`src/rtl/flexka_cmd_sequencer_if.sv`:
```
// Host command, core issue/completion and response bundle of the FlexKA command sequencer.
interface flexka_cmd_sequencer_if #(
    parameter int DATA_W = 64,
    parameter int CYC_W  = 32,
    parameter int DEPTH  = 4
);
    logic                     cmd_valid;
    logic                     cmd_ready;
    logic [3:0]               cmd_opcode;
    logic [DATA_W-1:0]        cmd_data;
    logic                     acc_cmd_valid;
    logic [3:0]               acc_cmd_opcode;
    logic [DATA_W-1:0]        acc_cmd_data;
    logic                     acc_done;
    logic [DATA_W-1:0]        acc_out_data;
    logic [CYC_W-1:0]         acc_elapsed;
    logic                     rsp_valid;
    logic                     rsp_ready;
    logic [DATA_W-1:0]        rsp_data;
    logic [CYC_W-1:0]         rsp_cycles;
    logic [1:0]               rsp_status;
    logic [1:0]               seq_state;
    logic [$clog2(DEPTH):0]   pending;

    modport slave (
        input  cmd_valid, cmd_opcode, cmd_data, acc_done, acc_out_data, acc_elapsed, rsp_ready,
        output cmd_ready, acc_cmd_valid, acc_cmd_opcode, acc_cmd_data,
               rsp_valid, rsp_data, rsp_cycles, rsp_status, seq_state, pending
    );

    modport master (
        output cmd_valid, cmd_opcode, cmd_data, acc_done, acc_out_data, acc_elapsed, rsp_ready,
        input  cmd_ready, acc_cmd_valid, acc_cmd_opcode, acc_cmd_data,
               rsp_valid, rsp_data, rsp_cycles, rsp_status, seq_state, pending
    );
endinterface

```
`src/rtl/flexka_cmd_sequencer.sv`:
```
// FlexKA command sequencer: FIFO-buffered host commands issued one at a time to the core.
// Optional completion watchdog enabled by defining FLEXKA_SEQ_TIMEOUT_EN.
module flexka_cmd_sequencer #(
    parameter int DATA_W  = 64,
    parameter int CYC_W   = 32,
    parameter int DEPTH   = 4,
    parameter int TIMEOUT = 1048575
) (
    input  logic                  clk,
    input  logic                  rstn,
    flexka_cmd_sequencer_if.slave bus
);
    localparam int PTR_W = $clog2(DEPTH);
    localparam logic [PTR_W:0] FULL = (PTR_W + 1)'(DEPTH);

    typedef enum logic [1:0] {
        IDLE  = 2'd0,
        ISSUE = 2'd1,
        WAIT  = 2'd2,
        RESP  = 2'd3
    } state_t;

    state_t            state, state_next;
    logic [3:0]        fifo_opcode [DEPTH];
    logic [DATA_W-1:0] fifo_data   [DEPTH];
    logic [PTR_W-1:0]  wr_ptr, rd_ptr;
    logic [PTR_W:0]    count;
    logic              cmd_ready, push, pop, issue, rsp_valid, timeout_hit;
    logic [3:0]        issue_opcode;
    logic [DATA_W-1:0] issue_data, rsp_data;
    logic [CYC_W-1:0]  rsp_cycles;
    logic [1:0]        rsp_status;

    // A pop frees a slot in the same cycle, so a full FIFO still takes a push then.
    assign cmd_ready = (count != FULL) || pop;
    assign push      = bus.cmd_valid && cmd_ready;

    always_ff @(posedge clk) begin
        if (push) begin
            fifo_opcode[wr_ptr] <= bus.cmd_opcode;
            fifo_data[wr_ptr]   <= bus.cmd_data;
        end
    end

    always_ff @(posedge clk or negedge rstn) begin
        if (!rstn) begin
            wr_ptr <= '0;
            rd_ptr <= '0;
            count  <= '0;
        end else begin
            if (push) wr_ptr <= wr_ptr + 1'b1;
            if (pop)  rd_ptr <= rd_ptr + 1'b1;
            if (push && !pop)      count <= count + 1'b1;
            else if (pop && !push) count <= count - 1'b1;
        end
    end

    always_ff @(posedge clk or negedge rstn) begin
        if (!rstn) state <= IDLE;
        else       state <= state_next;
    end

    always_comb begin
        state_next = state;
        pop        = 1'b0;
        issue      = 1'b0;
        rsp_valid  = 1'b0;
        unique case (state)
            IDLE: begin
                if (count != '0) begin
                    pop        = 1'b1;
                    state_next = ISSUE;
                end
            end
            ISSUE: begin
                issue      = 1'b1;
                state_next = WAIT;
            end
            WAIT: begin
                if (bus.acc_done || timeout_hit) state_next = RESP;
            end
            RESP: begin
                rsp_valid = 1'b1;
                if (bus.rsp_ready) state_next = IDLE;
            end
            default: state_next = IDLE;
        endcase
    end

    always_ff @(posedge clk or negedge rstn) begin
        if (!rstn) begin
            issue_opcode <= '0;
            issue_data   <= '0;
        end else if (pop) begin
            issue_opcode <= fifo_opcode[rd_ptr];
            issue_data   <= fifo_data[rd_ptr];
        end
    end

`ifdef FLEXKA_SEQ_TIMEOUT_EN
    localparam logic [CYC_W-1:0] TIMEOUT_CNT = CYC_W'(TIMEOUT);
    logic [CYC_W-1:0] wd_count;

    // Counts WAIT cycles; the expiring cycle is the TIMEOUT-th one spent in WAIT.
    always_ff @(posedge clk or negedge rstn) begin
        if (!rstn)               wd_count <= '0;
        else if (state == ISSUE) wd_count <= '0;
        else if (state == WAIT)  wd_count <= wd_count + 1'b1;
    end

    assign timeout_hit = (state == WAIT) && !bus.acc_done && (wd_count + 1'b1 == TIMEOUT_CNT);

    always_ff @(posedge clk or negedge rstn) begin
        if (!rstn)                             rsp_status <= 2'b00;
        else if (state == WAIT && bus.acc_done) rsp_status <= 2'b00;
        else if (timeout_hit)                  rsp_status <= 2'b01;
    end
`else
    logic unused_timeout;
    assign unused_timeout = ^TIMEOUT;
    assign timeout_hit    = 1'b0;
    assign rsp_status     = 2'b00;
`endif

    always_ff @(posedge clk or negedge rstn) begin
        if (!rstn) begin
            rsp_data   <= '0;
            rsp_cycles <= '0;
        end else if (state == WAIT && bus.acc_done) begin
            rsp_data   <= bus.acc_out_data;
            rsp_cycles <= bus.acc_elapsed;
        end
`ifdef FLEXKA_SEQ_TIMEOUT_EN
        else if (timeout_hit) begin
            rsp_data   <= '0;
            rsp_cycles <= TIMEOUT_CNT;
        end
`endif
    end

    assign bus.cmd_ready      = cmd_ready;
    assign bus.acc_cmd_valid  = issue;
    assign bus.acc_cmd_opcode = issue_opcode;
    assign bus.acc_cmd_data   = issue_data;
    assign bus.rsp_valid      = rsp_valid;
    assign bus.rsp_data       = rsp_data;
    assign bus.rsp_cycles     = rsp_cycles;
    assign bus.rsp_status     = rsp_status;
    assign bus.seq_state      = state;
    assign bus.pending        = count;
endmodule

```
`src/flat_wrapper.sv`:
```
// flat-port wrapper written by rule: the top's interface ports become plain ports
module flexka_cmd_sequencer_flat 
#(
    parameter int DATA_W  = 64,
    parameter int CYC_W   = 32,
    parameter int DEPTH   = 4,
    parameter int TIMEOUT = 1048575
)
  (clk, rstn, bus_cmd_valid, bus_cmd_opcode, bus_cmd_data, bus_acc_done, bus_acc_out_data, bus_acc_elapsed, bus_rsp_ready, bus_cmd_ready, bus_acc_cmd_valid, bus_acc_cmd_opcode, bus_acc_cmd_data, bus_rsp_valid, bus_rsp_data, bus_rsp_cycles, bus_rsp_status, bus_seq_state, bus_pending);
  flexka_cmd_sequencer_if #(.DATA_W(DATA_W), .CYC_W(CYC_W), .DEPTH(DEPTH)) bus_i ();
  input  logic clk;
  input  logic rstn;
  input wire logic [$bits(bus_i.cmd_valid)-1:0] bus_cmd_valid;
  input wire logic [$bits(bus_i.cmd_opcode)-1:0] bus_cmd_opcode;
  input wire logic [$bits(bus_i.cmd_data)-1:0] bus_cmd_data;
  input wire logic [$bits(bus_i.acc_done)-1:0] bus_acc_done;
  input wire logic [$bits(bus_i.acc_out_data)-1:0] bus_acc_out_data;
  input wire logic [$bits(bus_i.acc_elapsed)-1:0] bus_acc_elapsed;
  input wire logic [$bits(bus_i.rsp_ready)-1:0] bus_rsp_ready;
  output wire logic [$bits(bus_i.cmd_ready)-1:0] bus_cmd_ready;
  output wire logic [$bits(bus_i.acc_cmd_valid)-1:0] bus_acc_cmd_valid;
  output wire logic [$bits(bus_i.acc_cmd_opcode)-1:0] bus_acc_cmd_opcode;
  output wire logic [$bits(bus_i.acc_cmd_data)-1:0] bus_acc_cmd_data;
  output wire logic [$bits(bus_i.rsp_valid)-1:0] bus_rsp_valid;
  output wire logic [$bits(bus_i.rsp_data)-1:0] bus_rsp_data;
  output wire logic [$bits(bus_i.rsp_cycles)-1:0] bus_rsp_cycles;
  output wire logic [$bits(bus_i.rsp_status)-1:0] bus_rsp_status;
  output wire logic [$bits(bus_i.seq_state)-1:0] bus_seq_state;
  output wire logic [$bits(bus_i.pending)-1:0] bus_pending;
  assign bus_i.cmd_valid = bus_cmd_valid;
  assign bus_i.cmd_opcode = bus_cmd_opcode;
  assign bus_i.cmd_data = bus_cmd_data;
  assign bus_i.acc_done = bus_acc_done;
  assign bus_i.acc_out_data = bus_acc_out_data;
  assign bus_i.acc_elapsed = bus_acc_elapsed;
  assign bus_i.rsp_ready = bus_rsp_ready;
  assign bus_cmd_ready = bus_i.cmd_ready;
  assign bus_acc_cmd_valid = bus_i.acc_cmd_valid;
  assign bus_acc_cmd_opcode = bus_i.acc_cmd_opcode;
  assign bus_acc_cmd_data = bus_i.acc_cmd_data;
  assign bus_rsp_valid = bus_i.rsp_valid;
  assign bus_rsp_data = bus_i.rsp_data;
  assign bus_rsp_cycles = bus_i.rsp_cycles;
  assign bus_rsp_status = bus_i.rsp_status;
  assign bus_seq_state = bus_i.seq_state;
  assign bus_pending = bus_i.pending;
  flexka_cmd_sequencer #(.DATA_W(DATA_W), .CYC_W(CYC_W), .DEPTH(DEPTH), .TIMEOUT(TIMEOUT)) u_core (.clk(clk), .rstn(rstn), .bus(bus_i));
endmodule
```
`config.mk`:
```
export PLATFORM = sky130hd
export DESIGN_NAME = flexka_cmd_sequencer_flat
export DESIGN_NICKNAME = d
export VERILOG_FILES = /design/src/rtl/flexka_cmd_sequencer_if.sv /design/src/rtl/flexka_cmd_sequencer.sv /design/src/flat_wrapper.sv
export SDC_FILE = /design/constraint.sdc
export NUM_CORES = 1
export LEC_CHECK = 0
export ABC_AREA = 1
export CAP_MARGIN = 20
export CORE_MARGIN = 4
export CORE_UTILIZATION = 52
export DETAILED_ROUTE_END_ITERATION = 6
export GPL_TIMING_DRIVEN = 0
export PLACE_DENSITY = 0.79
export RECOVER_POWER = 50
export SYNTH_ARGS = -nofsm -noshare
export SYNTH_HDL_FRONTEND = slang
export SYNTH_SLANG_ARGS = --single-unit
```
`constraint.sdc`:
```
create_clock -name clk -period 4.7 [get_ports clk]
set_input_delay 0.94 -clock clk [delete_from_list [all_inputs] [get_ports clk]]
set_output_delay 0.94 -clock clk [all_outputs]
set_load 0.02 [all_outputs]
```
==> metrics, run 1 <==
status finished clean; top post-synthesis cells by count 568 x nand2_1, 289 x inv_1, 272 x edfxtp_1; RSZ-0062 raised after global routing no; global-route wire length before repair 72600 um; worst path cell trace inv_1 > ha_1 > nor2_1 > nand2_1 > clkdlybuf4s50_1; Max stage delay on crit path 0.61 ns; CTS tree done; Hold Buf Count CTS 0; Hold Crit Class in -> async; H-tree depth 2; GPL Wtd Cong 0.857; endpoint class of the critical path output pin; DRT iter0 DRCs approximately 1000; mux cell area share after synthesis between 6 and 7%; most frequent cell after synthesis nand2_1; fmax 0.334 GHz; post-synthesis cell type count 22; final non-filler cell total 2530; Core Footprint 0.0346 mm^2; Synth async-reset ratio 38.9%; DIE AREA 0.0382 mm^2; via count 12608; share of layout cells above drive strength 1 11.5%; Routed WL per cell 18.6 um; PostCTS Resize Cnt 0; Die X just under 200 um; max cap viols 0; placed insts 2442; postcts setup bufs 0; fin nets about 2200; Initial DRT Pass Iterations 5; crit share post-route about 64%; PortBufs 340; die height 196 um; transition time of the tightest slew-check pin 0.949 ns; Clock Latency Late Sink 0.53 ns; main combinational cell family by area after synthesis simple AND/OR/NAND/NOR gates; vias per std cell 4.98; main area contributors after synthesis edfxtp_1 45%, dfrtp_1 24%, nand2_1 12%; GRT Total Usage 24.2%; Initial Utilization a little over half; initial antenna violation count 8; compound-cell area share of the yosys netlist 0.0274%; met2 GRT Util 43.4%; static leakage 11.1 nW; crit path kind reg -> out; maximum vdd ir drop 0.431 mV; largest net degree at the start of global routing 122; Final min period 2.99 ns; Area after DPL between 0.02 and 0.025 mm^2; post-synth top area share between 40 and 50%; CP arrival 2.05 ns; adder-cell share of the synthesized area less than 1%; GR peak layer met2; Setup Viol. Count Final 0; Post-Syn Instances between 1500 and 2000; TritonCTS buffer count 45; mapped cell area 0.0183 mm^2; remaining antenna violation count after routing 0; IO Count 343; XOR/XNOR share of the synthesized area 0.191%; met3 Usage GRT 4.19%; largest fanout on the critical path 5; Yosys reg bits 445; Cell Rows 68; pwr dens around 690 mW/mm^2; Final Max Tran Viols 0; Synth area leader edfxtp_1; Critical-path top delay cell clkdlybuf4s50_1; final hold vios 0; GRT met1 Usage 30.2%; startpoint types flop; grt total ovfl 0; Synth Area per Inst 11.2 um^2; DRT Wirelength between 40000 and 50000 um; Layout area overhead 31.4%; clock tree buffer depth 3; CP required 3.76 ns; CTS sink cnt roughly 450; DRC 0; clock-pin slew on the worst setup and hold paths 0.06 ns; Post-synth EDFFs 272; fin area 0.0240 mm^2; Slew headroom 36.6%; DP Wirelength 32300 um; top_reg_cell synth edfxtp_1; Simple-Gate Fraction of Synth Area approximately 16%; Worst Clk Skew 0.0129 ns; Yosys warning count 0; vias in the first global route 12943; Seq/Total Area, Yosys slightly below 70%; Root Buffer clkbuf_16
[area by class of cell]
| cell class | count | area (um^2) |
|---|---|---|
| Clock inverter | 19 | 228 |
| Clock buffer | 64 | 1310 |
| Fill cell | 2348 | 10600 |
| Antenna cell | 5 | 12.5 |
| Timing Repair Buffer | 350 | 3640 |
| Sequential cell | 445 | 12500 |
| Multi-Input combinational cell | 830 | 4320 |
| Tap cell | 455 | 569 |
| Inverter | 291 | 1090 |
| Buffer | 71 | 372 |
[flip-flops by register name, indices dropped and copies added, names as in the netlist, 3 cells and up]
name                       count
u_core.fifo_opcode            16
u_core.fifo_data             256
u_core.bus.pending             3
u_core.bus.rsp_cycles         32
u_core.bus.rsp_data           64
u_core.bus.acc_cmd_data       64
u_core.bus.acc_cmd_opcode      4
[placed cells by master, fill, tap and decap left out, drive strengths merged]
cell type,n
xnor2,2
nor2,6
clkinv,11
clkbuf,83
or2,1
clkdlybuf4s50,270
nand3,140
mux2,96
bufinv,5
buf,63
fa,1
diode,5
inv,292
xor2,2
nand2,569
edfxtp,272
dfrtp,173
conb,2
dlygate4sd3,69
clkinvlp,2
ha,10
o21ai,1
[per-layer routing]
metal | wire, um | up-vias
li1 | - | 5939
met1 | 17800 | 6053
met2 | 24600 | 535
met3 | 3410 | 75
met4 | 1210 | 6
met5 | 45 | -
[worst paths after layout]
kind | slack, ns | end | startpoint | cells past startpoint
setup / recovery | 1.71 | bus_cmd_ready | u_core.bus.seq_state[0]$_DFFE_PN0P_ | 5
hold / removal | 0.34 | u_core.bus.rsp_data[12]$_DFFE_PN0P_ | rstn | 1
setup reg to reg | 1.82 | u_core.bus.acc_cmd_data[54]$_DFFE_PN0P_ | u_core.bus.seq_state[0]$_DFFE_PN0P_ | 8
hold reg to reg | 0.48 | u_core.bus.acc_cmd_data[48]$_DFFE_PN0P_ | u_core.bus.acc_cmd_data[48]$_DFFE_PN0P_ | 2
max in group asynchronous | 3.42 | u_core.bus.acc_cmd_data[63]$_DFFE_PN0P_ | rstn | 2
min in group clk | 0.48 | u_core.bus.acc_cmd_data[48]$_DFFE_PN0P_ | u_core.bus.acc_cmd_data[48]$_DFFE_PN0P_ | 2
[where the power goes]
group,total [mW],internal (mW),switching [mW]
combinational,7.04,2.93,4.11
sequential,6.00,5.46,0.546
clock,3.66,2.22,1.44
[kinds of logic (layout without fill, tap and decap cells)]
| logic type | Yosys count | after routing |
|---|---|---|
| adders and majority gates | 11 | 11 |
| AOI/OAI and AO/OA | 1 | 1 |
| and+or+nand+nor | 716 | 716 |
| buffers and inverters | 362 | 795 |
| muxes | 96 | 96 |
| other | 1 | 7 |
| xor gates and xnor gates | 4 | 4 |
| DFF | 445 | 445 |
[worst max-delay path: cells and delay by family (launching register included)]
family | cells | cell delay (ns)
buf+inv | 2 | 0.74
flops | 1 | 0.43
fa+ha+maj | 1 | 0.21
simple gates | 2 | 0.15
[per-stage QoR]
stage | TNS (ns) | util (%) | power (mW) | setup slack [ns] | hold slack, ns
global route | 0 | 69.4 | 17.6 | 1.62 | 0.349
global placement | -1490.96 | 64.3 | 12.9 | -4.66 | 0.464
finish | 0 | 69.4 | 16.7 | 1.71 | 0.339
CTS | 0 | 69.5 | 16.9 | 1.63 | 0.338
detailed placement | 0 | 65.1 | 13.2 | 1.51 | 0.464
floorplan | 0 | - | 10.0 | 0.0904 | 0.499
Power figures use the tool's default switching activity.
==> run 2, diff against run 1 <==
- clock period: 4.7 -> 3.1 ns (I/O delays scaled with it)
==> run 2 against run 1 <==
The run now ends with max-capacitance violations, max-slew violations left. Critical endpoint is now u_core.bus.acc_cmd_data[59]$_DFFE_PN0P_. Non-clock buffer count unchanged. Global-route usage decreased by 0.42 points. Utilization increased by 0.18 points. Clock power increased by 55%. Critical path type is now reg -> reg. Register-to-register slack got worse by 1.5 ns. Clock skew decreased by 0.0040 ns.
==> metrics, run 2 (synthesized netlist as in run 1, its figures left out) <==
Die X 196 um (unchanged); Initial Utilization 52.8% (unchanged); Final Max Tran Viols 55 (+55); Final min period between 2 and 3 ns; worst path cell trace inv_1 > ha_1 > nand2_1 > inv_1 > clkbuf_1 > clkbuf_2 > nand2_1 > nand2_1; Hold Buf Count CTS 0 (unchanged); DRT iter0 DRCs 790 (-24%); fmax 0.357 GHz; most flop-heavy register u_core.fifo_data; initial antenna violation count 10 (+2); via count 12541 (-0.53%); global-route wire length before repair 71800 um (-1.1%); clock share of power 22.4% (+0.5 points); DP Wirelength 31800 um (-1.3%); Net Switching 9.26 mW (+52%); TritonCTS buffer count 46 (+2.2%); flop2flop setup slack 0.30 ns (-1.52 ns); CTS tree done; placed insts 2442 (unchanged); Initial DRT Pass Iterations 7 (+2); DRC 0 (unchanged); Hold Worst Slack 0.472 ns (+0.133 ns); vias per std cell 4.95 (-0.65%); DIE AREA 0.0382 mm^2 (unchanged); startpoint types flop; largest fanout on the critical path 10 (+5); RSZ-0062 raised after global routing no; largest net degree at the start of global routing 120 (-1.6%); vias in the first global route 13001 (+0.45%); Root Buffer clkbuf_16; Setup Viol. Count Final 0 (unchanged); die height 196 um (unchanged); clock-pin slew on the worst setup and hold paths 0.06 ns (about the same); most frequent cells in the layout 569 x nand2_1, 290 x inv_1, 272 x edfxtp_1, 271 x clkdlybuf4s50_1, 173 x dfrtp_1; share of layout cells above drive strength 1 11.7% (+0.24 points); endpoint class of the critical path flop; PostCTS Resize Cnt 0 (unchanged); reg-to-reg critical path startpoint u_core.bus.seq_state[1]$_DFFE_PN0P_; top layer in use met5; clock tree buffer depth 3 (unchanged); grt total ovfl 0 (unchanged); Gate power share 41.9% (-0.2 points); metal3 WL 3030 um (-11%); switching part of the total power 36.4% (-0.11 points); Routed WL per cell 18.4 um (-1.2%); GPL Wtd Cong 0.862 (+0.57%); fill cell count 2407 (+2.5%); Core Footprint 0.0346 mm^2 (unchanged); max cap viols 1 (+1); Hold Crit Class in -> async; worst setup path start u_core.bus.seq_state[1]$_DFFE_PN0P_; IO Count 343 (unchanged); Fin Setup TNS 0 ns (unchanged); Layout area overhead 31.8%; PortBufs 340 (unchanged); met1 wire length 18100 um (+1.7%); Cell Rows 68 (unchanged); Largest register FFs 256 (unchanged); CP required 3.56 ns (-0.20 ns); DRT Wirelength 46600 um (-1.1%); final non-filler cell total 2533 (+0.12%); Crit Reg-Reg Endpoint u_core.bus.acc_cmd_data[59]$_DFFE_PN0P_; fin area 0.0241 mm^2 (+0.27%); pwr dens 1050 mW/mm^2 (+52%); H-tree depth 2 (unchanged); Slew headroom -6.40% (-43 points); Worst Setup EP u_core.bus.acc_cmd_data[59]$_DFFE_PN0P_; multi-input logic area 0.00432 mm^2 (unchanged); Critical-path top delay cell clkbuf_1; CP dominant cell by count nand2_1; FF+latch area 0.0125 mm^2 (unchanged); Clock Latency Late Sink 0.53 ns (about the same); status finished, violations left; failing checks max-capacitance violations, max-slew violations; postcts setup bufs 0 (unchanged); met2 WL 24400 um (-0.63%); Sequential Power Share 35.7% (-0.2 points); maximum vdd ir drop 0.616 mV (+43%); CP arrival 3.26 ns (+1.21 ns); GRT Total Usage 23.7% (-0.42 points); fin nets 2215 (+0.045%); commonest non-fill, non-tap cell in the layout nand2_1; internal power 16.2 mW (+52%); transition time of the tightest slew-check pin 1.60 ns (+0.647 ns); Area after DPL 0.0225 mm^2 (unchanged); remaining antenna violation count after routing 0 (unchanged); final hold vios 0 (unchanged); Max stage delay on crit path 0.49 ns (-0.12 ns); static leakage 11.1 nW (+0.32%); crit share post-route 90.3%; crit path kind reg -> reg; R2R cell count 8 (unchanged); Worst Clk Skew 0.00892 ns (-0.00399 ns); CTS sink cnt 445 (unchanged)
## run 2: cell count changes in the layout (fill, tap and decap cells not counted), sizes merged
cell,before,now
buf,63,61
bufinv,5,4
clkbuf,83,81
clkdlybuf4s50,270,271
clkinv,11,13
diode,5,8
dlygate4sd3,69,68
inv,292,295
## run 2: layout make-up
type	count	area share (%)
buffer	71	1.55
inverter	291	4.53
clock inverter	23	1.01
antenna	8	0.0831
sequential	445	51.8
clock buffer	60	5.64
timing repair buffer	350	15.1
multi-input combinational	830	17.9
tap	455	2.36
## run 2: power groups by stage
stage               Combinational, mW  Sequential, mW  Clock [mW]
floorplan                        4.72            10.5           0
global placement                 10.3            9.17           0
detailed placement               10.8            9.17           0
CTS                              10.9            9.08        5.79
global route                     11.5            9.27        6.06
finish                           10.6            9.07        5.69
## run 2: how the worst min path moves through the flow
stage / to / from / cells past startpoint / slack [ns]
after floorplan: u_core.bus.acc_cmd_data[0]$_DFFE_PN0P_ / rstn / 0 / 0.32
after global placement: u_core.bus.acc_cmd_data[33]$_DFFE_PN0P_ / u_core.bus.acc_cmd_data[33]$_DFFE_PN0P_ / 2 / 0.46
after detailed placement: u_core.bus.acc_cmd_data[23]$_DFFE_PN0P_ / u_core.bus.acc_cmd_data[23]$_DFFE_PN0P_ / 2 / 0.46
after CTS: u_core.bus.seq_state[1]$_DFFE_PN0P_ / rstn / 1 / 0.01
after global routing: u_core.bus.acc_cmd_data[48]$_DFFE_PN0P_ / u_core.bus.acc_cmd_data[48]$_DFFE_PN0P_ / 2 / 0.50
final: u_core.bus.seq_state[1]$_DFFE_PN0P_ / rstn / 1 / 0.47
## run 2: worst max-delay path, delay by kind of cell (launching register included)
kind	cells	cell delay (ns)
and+or+nand+nor	3	0.66
buffers and inverters	4	1.40
adders and majority gates	1	0.21
DFF	1	0.44
## run 2: per-stage QoR
stage                     util, %  worst slack [ns]  total power, mW
final                        69.6             0.300             25.4
after global routing         69.6             0.167             26.9
after CTS                    69.7             0.346             25.7
after detailed placement     65.1             0.236             19.9
after global placement       64.3             -5.96             19.5
after floorplan                 -            -0.416             15.2
## run 2: per-layer routing
metal | track usage [%] | vias to the layer above
met4 | 6.15 | 6
met1 | 28.7 | 6036
met3 | 4.71 | 77
met2 | 43.6 | 480
met5 | 0 | -
li1 | - | 5942
==> run 3, diff against run 2 <==
- CAP_MARGIN: 20 -> 0
- clock period: 3.1 -> 2.7 ns (I/O delays scaled with it)
==> run 3 against run 2 <==
The run still ends with max-capacitance violations, max-slew violations left. Sequential power rose by 15%. Clock power rose by 11%. Combinational power rose by 15%. Setup slack got worse by 0.081 ns. Critical path depth fell by 1. Die area did not move. Utilization barely moved. Via count rose by 0.37%. Cell area barely moved. Non-clock buffer count rose by 2. Maximum frequency rose by 13%. Critical endpoint is now u_core.fifo_data[0][38]$_DFFE_PP_. Largest cell class unchanged. Largest power group unchanged. Highest routed layer unchanged.
==> metrics, run 3 (synthesized netlist as in run 1, its figures left out) <==
IO Count 343 (unchanged); Crit Reg-Reg Endpoint u_core.fifo_data[0][38]$_DFFE_PP_; DRC 0 (unchanged); die height 196 um (unchanged); Setup Viol. Count Final 0 (unchanged); Final min period 2.48 ns (-0.319 ns); Final Max Tran Viols 64 (+16%); most flop-heavy register u_core.fifo_data; Cell Rows 68 (unchanged); Largest register FFs 256 (unchanged); CP arrival 2.70 ns (-0.56 ns); TritonCTS buffer count 46 (unchanged); fin nets 2217 (+0.090%); Worst Clk Skew 0.0166 ns (+0.00772 ns); share of layout cells above drive strength 1 12.0% (+0.22 points); largest net degree at the start of global routing 111 (-7.5%); remaining antenna violation count after routing 0 (unchanged); PortBufs 340 (unchanged); GRT Total Usage 23.8% (+0.052 points); Initial Utilization 52.8% (unchanged); DRT iter0 DRCs 713 (-9.7%); GPL Wtd Cong 0.858 (-0.41%); R2R cell count 7 (-1); vias per std cell 4.97 (+0.41%); DRT Wirelength 46500 um (-0.13%); grt total ovfl 0 (unchanged); crit share post-route 91.9% (+1.6 points); vias in the first global route 12912 (-0.68%); clock-pin slew on the worst setup and hold paths 0.06 ns (about the same); DIE AREA 0.0382 mm^2 (unchanged); via count 12588 (+0.37%); Die X 196 um (unchanged); startpoint types flop; Layout area overhead 31.7% (about the same); DP Wirelength 32100 um (+0.91%); Final Worst Setup Slack 0.219 ns (-0.0810 ns); RSZ-0062 raised after global routing no; failing checks max-capacitance violations, max-slew violations; global-route wire length before repair 72000 um (+0.23%); pwr dens 1200 mW/mm^2 (+14%); final hold vios 0 (unchanged); Final Power 29.0 mW (+14%); Core Util, Final 69.6% (about the same); Hold Crit Class reg -> reg; fmax 0.403 GHz (+13%); pre-CTS setup slack 0.0803 ns (-0.156 ns); Routed WL per cell 18.4 um (about the same); Root Buffer clkbuf_16; endpoint class of the critical path flop; Hold Worst Slack 0.475 ns (+0.00277 ns); largest fanout on the critical path 28 (+18); maximum vdd ir drop 0.697 mV (+13%); transition time of the tightest slew-check pin 1.76 ns (+0.163 ns); most frequent cells in the layout 566 x nand2_1, 290 x inv_1, 272 x edfxtp_1, 270 x clkdlybuf4s50_1, 173 x dfrtp_1; crit path kind reg -> reg; Fin Setup TNS 0 ns (unchanged); commonest non-fill, non-tap cell in the layout nand2_1; Slew headroom -17.3% (-11 points); hold path cells 2; H-tree depth 2 (unchanged); static leakage 11.1 nW (about the same); CTS tree done; CTS sink cnt 445 (unchanged); Initial DRT Pass Iterations 5 (-2); reg-to-reg critical path startpoint u_core.bus.seq_state[1]$_DFFE_PN0P_; CP required 2.92 ns (-0.64 ns); Hold Crit Endpoint u_core.bus.acc_cmd_data[37]$_DFFE_PN0P_; max cap viols 1 (unchanged); Clock Latency Late Sink 0.54 ns (about the same); status finished, violations left; initial antenna violation count 9 (-1); flop2flop setup slack 0.22 ns (-0.08 ns); Core Footprint 0.0346 mm^2 (unchanged); clock tree buffer depth 3 (unchanged); Hold Startpoint u_core.bus.acc_cmd_data[37]$_DFFE_PN0P_
==> run 3: worst max-delay path by stage <==
stage | from | endpoint | cells past startpoint
6_report | u_core.bus.seq_state[1]$_DFFE_PN0P_ | u_core.fifo_data[0][38]$_DFFE_PP_ | 7
2_1_floorplan | u_core.bus.seq_state[0]$_DFFE_PN0P_ | u_core.fifo_data[0][0]$_DFFE_PP_ | 6
3_3_place_gp | rstn | u_core.bus.acc_cmd_data[33]$_DFFE_PN0P_ | 1
3_5_place_dp | bus_cmd_valid | u_core.fifo_data[0][33]$_DFFE_PP_ | 4
5_1_grt | u_core.bus.seq_state[1]$_DFFE_PN0P_ | u_core.bus.acc_cmd_opcode[2]$_DFFE_PN0P_ | 8
4_1_cts | u_core.bus.seq_state[1]$_DFFE_PN0P_ | bus_cmd_ready | 5
==> run 3: metal layers <==
metal	share of wire, %	wire [um]	up-vias	track usage, %
met5	0.082	38	-	0
met4	2.2	1040	6	6.21
met3	6.8	3150	79	4.50
met2	52	24400	492	43.4
met1	38	17900	6060	29.1
li1	-	-	5951	-
==> run 3: layout make-up <==
class | count | area [um^2]
sequential | 445 | 12500
fill | 2387 | 10500
multi-input combinational | 830 | 4330
timing repair buffer | 352 | 3670
clock buffer | 63 | 1360
inverter | 291 | 1090
tap | 455 | 569
buffer | 71 | 374
clock inverter | 21 | 198
antenna | 4 | 10.0
==> run 3: worst max-delay path: stages (launching register included) <==
cell	delay, ns
dfrtp_1	0.43
inv_1	0.12
ha_1	0.25
nor2_1	0.08
nand2_2	0.08
nand2_4	0.10
nor2_4	0.76
buf_12	0.30
==> run 3: power by group <==
group / switching [mW] / internal, mW / leakage (nW)
Sequential: 0.912 / 9.50 / 4.57
Combinational: 7.12 / 5.12 / 5.77
Clock: 2.58 / 3.75 / 0.758
==> run 3: stage by stage <==
stage               cells  instance area, um^2
floorplan            1637                18300
global placement     2432                22300
detailed placement   2443                22600
CTS                  2528                24100
global route         2532                24100
finish               2532                24100
==> run 3: timing repair <==
action                     4_1_cts  5_1_grt
buffers inserted                 0        0
hold endpoints to repair        63        0
setup endpoints to repair        0        1
hold buffers                     1        0
gates resized for setup          0        1
